**config.mk**
```make
export PLATFORM = sky130hd
export DESIGN_NAME = load_store_unit
export DESIGN_NICKNAME = d
export VERILOG_FILES = /design/src/rtl/load_store_unit.sv
export SDC_FILE = /design/constraint.sdc
export NUM_CORES = 1
export LEC_CHECK = 0
export ABC_CLOCK_PERIOD_IN_PS = 1800
export CAP_MARGIN = 10
export CELL_PAD_IN_SITES_DETAIL_PLACEMENT = 0
export CELL_PAD_IN_SITES_GLOBAL_PLACEMENT = 2
export CORE_MARGIN = 8
export CORE_UTILIZATION = 27
export DETAILED_ROUTE_END_ITERATION = 8
export PLACE_DENSITY_LB_ADDON = 0.15
export SETUP_SLACK_MARGIN = 0.4
export SYNTH_ARGS = -nofsm -noshare
export SYNTH_HDL_FRONTEND = slang
export SYNTH_SLANG_ARGS = --single-unit
```
**constraint.sdc**
```tcl
create_clock -name clk -period 1.8 [get_ports clk]
set_input_delay 0.36 -clock clk [delete_from_list [all_inputs] [get_ports clk]]
set_output_delay 0.36 -clock clk [all_outputs]
set_load 0.01 [all_outputs]
```
**src/rtl/load_store_unit.sv**
```systemverilog
// Load/store sequencer between the register file and a single-port data memory.
// Loads wait a fixed memory latency under stall; stores are a one-cycle write.
module load_store_unit #(
    parameter int MEM_LAT = 2,
    parameter int AW      = 8
) (
    input  logic          clk,
    input  logic          rst_n,
    input  logic          ld_req,
    input  logic          st_req,
    input  logic [AW-1:0] addr,
    input  logic [7:0]    st_data,
    input  logic [3:0]    ld_tag_in,
    output logic [AW-1:0] mem_addr,
    output logic [7:0]    mem_wdata,
    output logic          mem_we,
    output logic          mem_re,
    input  logic [7:0]    mem_rdata,
    output logic [7:0]    loadData,
    output logic          loadEn,
    output logic [3:0]    ld_tag,
    output logic          stall,
    output logic          err
);

    typedef enum logic [1:0] {
        IDLE    = 2'd0,
        RD_WAIT = 2'd1,
        RD_DONE = 2'd2
    } state_t;

    localparam logic [3:0] CNT_INIT = 4'(MEM_LAT - 1);

    state_t     state_reg;
    logic [3:0] cnt_reg;

    always_ff @(posedge clk or negedge rst_n) begin
        if (!rst_n) begin
            state_reg <= IDLE;
            cnt_reg   <= 4'd0;
            mem_addr  <= '0;
            mem_wdata <= 8'd0;
            mem_we    <= 1'b0;
            mem_re    <= 1'b0;
            loadData  <= 8'd0;
            loadEn    <= 1'b0;
            ld_tag    <= 4'd0;
            stall     <= 1'b0;
            err       <= 1'b0;
        end else begin
            // Strobes default low; each is raised for exactly one cycle below.
            mem_we <= 1'b0;
            loadEn <= 1'b0;
            err    <= 1'b0;
            case (state_reg)
                IDLE, RD_DONE: begin
                    state_reg <= IDLE;
                    if (ld_req && st_req) begin
                        err <= 1'b1;
                    end else if (ld_req) begin
                        mem_addr  <= addr;
                        ld_tag    <= ld_tag_in;
                        cnt_reg   <= CNT_INIT;
                        mem_re    <= 1'b1;
                        stall     <= 1'b1;
                        state_reg <= RD_WAIT;
                    end else if (st_req) begin
                        mem_addr  <= addr;
                        mem_wdata <= st_data;
                        mem_we    <= 1'b1;
                    end
                end
                RD_WAIT: begin
                    // Requests arriving mid-load are dropped, the load carries on.
                    if (ld_req || st_req) begin
                        err <= 1'b1;
                    end
                    if (cnt_reg != 4'd0) begin
                        cnt_reg <= cnt_reg - 4'd1;
                    end else begin
                        loadData  <= mem_rdata;
                        loadEn    <= 1'b1;
                        mem_re    <= 1'b0;
                        stall     <= 1'b0;
                        state_reg <= RD_DONE;
                    end
                end
                default: begin
                    state_reg <= IDLE;
                end
            endcase
        end
    end

endmodule
```
==> impl_metrics.yaml <==
worst_setup_path:
  path_class: "reg2reg"
  cp_slowest_cell: "dfrtp_1"
  rr_endpoint: "loadData[3]$_DFFE_PN0P_"
  reg2reg_from: "cnt_reg[0]$_DFFE_PN0P_"
  critical-path-top-delay-family: "flip-flops"
  start_kind: "flip-flop"
  crit_buf_inv: 2
  crit_path_max_fanout: 5
  ff2ff_path_depth: 6
  cp-endpoint: "loadData[3]$_DFFE_PN0P_"
  end_kind: "flip-flop"
  cp_num_cells: 6
  crit_start: "cnt_reg[0]$_DFFE_PN0P_"
  critPathRequiredTime_ns: 1.97
  max_stage_delay_ns: 0.40
  crit_arrival_ns: 1.62
  path_cells: "inv_2 -> ha_4 -> nand2b_4 -> nor3_4 -> buf_6 -> mux2_4"
  r2r_slack_ns: 0.35
drt:
  wl_um: 3950
  drt_iter0_drc: 21
  ant_nets: 0
  wl_per_cell_um: 14.7
  firstDrtPassIters: 4
  vias_per_cell: 4.18
  num_vias: 1121
  drc: 0
clock_network:
  clkSlewWorstSetupHoldPaths_ns: 0.08
  h-tree-depth: 2
  clock_sink_count: 38
  clk_latency_ns: 0.28
  root_buffer: "clkbuf_8"
  clockBufferDepth: 2
  cts_tree: "yes"
  numCtsBuffers: 5
  cts_hold_buffers: 0
flow_run:
  max_cap_viol_count: 0
power:
  p_per_area_mw_per_mm2: 1530
  ir_drop_mv: 0.599
  power.leakage_nw: 1.21
die:
  rows: 28
  core_area_sq_mm: 0.00582
  die_h_um: 92.8
  pin_count: 65
  initial_core_util: 0.274
  die_area_sq_mm: 0.00862
  die_x_um: 92.8
layout:
  reg.largest.list: "loadData x8, mem_addr x8, mem_wdata x8"
  diodes: 0
  drive_gt1_frac: 0.363
  final_cell_mix: "37 x dfrtp_1, 33 x dlygate4sd2_1, 28 x clkdlybuf4s50_1"
  final_cell_area_sq_mm: 0.00261
  final_nets: 230
  syn_to_final_growth_pct: 63.6
  final_common_cell: "dfrtp_1"
placed_design:
  place_ws_ns: -0.261
  port_buffers: 64
  hpwl_um: 2880
  place_congestion: 0.669
  place_area_sq_mm: 0.00243
sta:
  worst_pin_slew_ns: 0.276
  slew_viol_final: 0
  min_period_ns: 1.45
  fmax_ghz: 0.689
  finClkSkew_ns: 0.00494
  finalSetupViolations: 0
  rsz0062_at_grt: "true"
  fin_crit_sh: 0.806
  timing.final.hold_violations: 0
  relSlewSlack: 0.814
  holdWs_ns: 0.0372
  worst_slack_ns: 0.349
global_routing:
  grt_pass1_wl_um: 6460
  grt_use_total: 0.0942
  grt_overflow: 0
  antenna_found_initial: 0
  grt_pass1_vias: 1242
  grt_max_degree: 39
synth:
  synth.avg_cell_area_sq_um: 15.0
  synth_top_family_by_area: "multiplexers"
  synth_cells: 106
  syn_nets: 144
  synth_warnings: 0
  muxShareOfSynthArea: 0.223
  synth-seq-cells: 38
  synth_compound_area_frac: 0.0243
  synthAdderAreaFrac: 0.0471
  synth_xor_area_frac: 0
  yosys.cell_types.count: 22
  synthSimpleGateAreaFrac: 0.0808
  ys_seq_area_frac: 0.597
  syn_area_sq_mm: 0.00159
min_path:
  hold_path_class: "in2async"
status:
  status: "completed"
how the worst min path moves through the flow:
stage / start / endpoint
CTS: rst_n / loadData[0]$_DFFE_PN0P_
global route: rst_n / loadData[0]$_DFFE_PN0P_
floorplan: rst_n / cnt_reg[0]$_DFFE_PN0P_
finish: rst_n / loadData[0]$_DFFE_PN0P_
detailed placement: rst_n / loadData[0]$_DFFE_PN0P_
global placement: rst_n / loadData[0]$_DFFE_PN0P_
synthesized netlist by cell type:
library cell	number	share of area
a21o_1	1	0.0047
nor3_4	1	0.010
nor4_4	1	0.013
buf_4	1	0.0047
nor3b_1	1	0.0047
nor2_1	2	0.0047
nor3_1	2	0.0063
inv_1	6	0.014
clkbuf_1	1	0.0024
mux2_2	28	0.20
nand2b_2	1	0.0055
nor2b_1	2	0.0078
o22ai_1	1	0.0039
o21bai_1	2	0.0094
dfrtp_1	38	0.60
buf_6	1	0.0071
ha_1	6	0.047
nand2b_1	3	0.012
a32o_1	1	0.0063
and2b_2	2	0.011
nor4b_1	1	0.0055
mux2i_1	4	0.025
metrics by stage:
step,total power (W),util,std cells,TNS (ns)
2_1_floorplan,0.00246,-,106,0
3_3_place_gp,0.00343,0.418,252,-3.50
3_5_place_dp,0.00348,0.418,252,-4.06
4_1_cts,0.00405,0.448,268,0
5_1_grt,0.00429,0.448,268,0
6_report,0.00399,0.448,268,0
what timing repair did:
item / CTS / global route
endpoints found under the hold margin: 0 / 0
endpoints found under the setup margin: 67 / 17
gates cloned: 1 / 0
resized for setup: 55 / 2
buffers inserted: 7 / 0
pin swaps: 3 / 2
where the power goes:
part	switching [W]	internal (W)
registers	0.000231	0.00127
clock network	0.000303	0.000308
logic	0.000759	0.00113
total	0.00129	0.00270
layout make-up:
| class | instances | area (sq um) |
|---|---|---|
| Clock inverter | 2 | 12.5 |
| Fill cell | 552 | 3210 |
| Multi-Input combinational cell | 59 | 684 |
| Sequential cell | 38 | 952 |
| Clock buffer | 6 | 82.6 |
| Inverter | 6 | 22.5 |
| Timing Repair Buffer | 82 | 759 |
| Tap cell | 75 | 93.8 |
cell families (layout without fill, tap and decap cells):
kind of cell / after synthesis / in the layout
flip-flops: 38 / 38
multiplexers: 32 / 32
AND/OR/NAND/NOR: 16 / 16
buffers and inverters: 9 / 96
adder cells (fa/ha/maj): 6 / 6
AO/OA/AOI/OAI: 5 / 5
layer usage:
layer	routed length (um)	vias up	global-route usage	part of all wire
met5	0	-	0	0
li1	-	541	-	-
met1	1710	546	0.115	0.43
met3	273	2	0.0380	0.069
met2	1950	32	0.149	0.49
met4	19	0	0.0282	0.0048
Note: power is estimated with default switching activity, not from simulation.
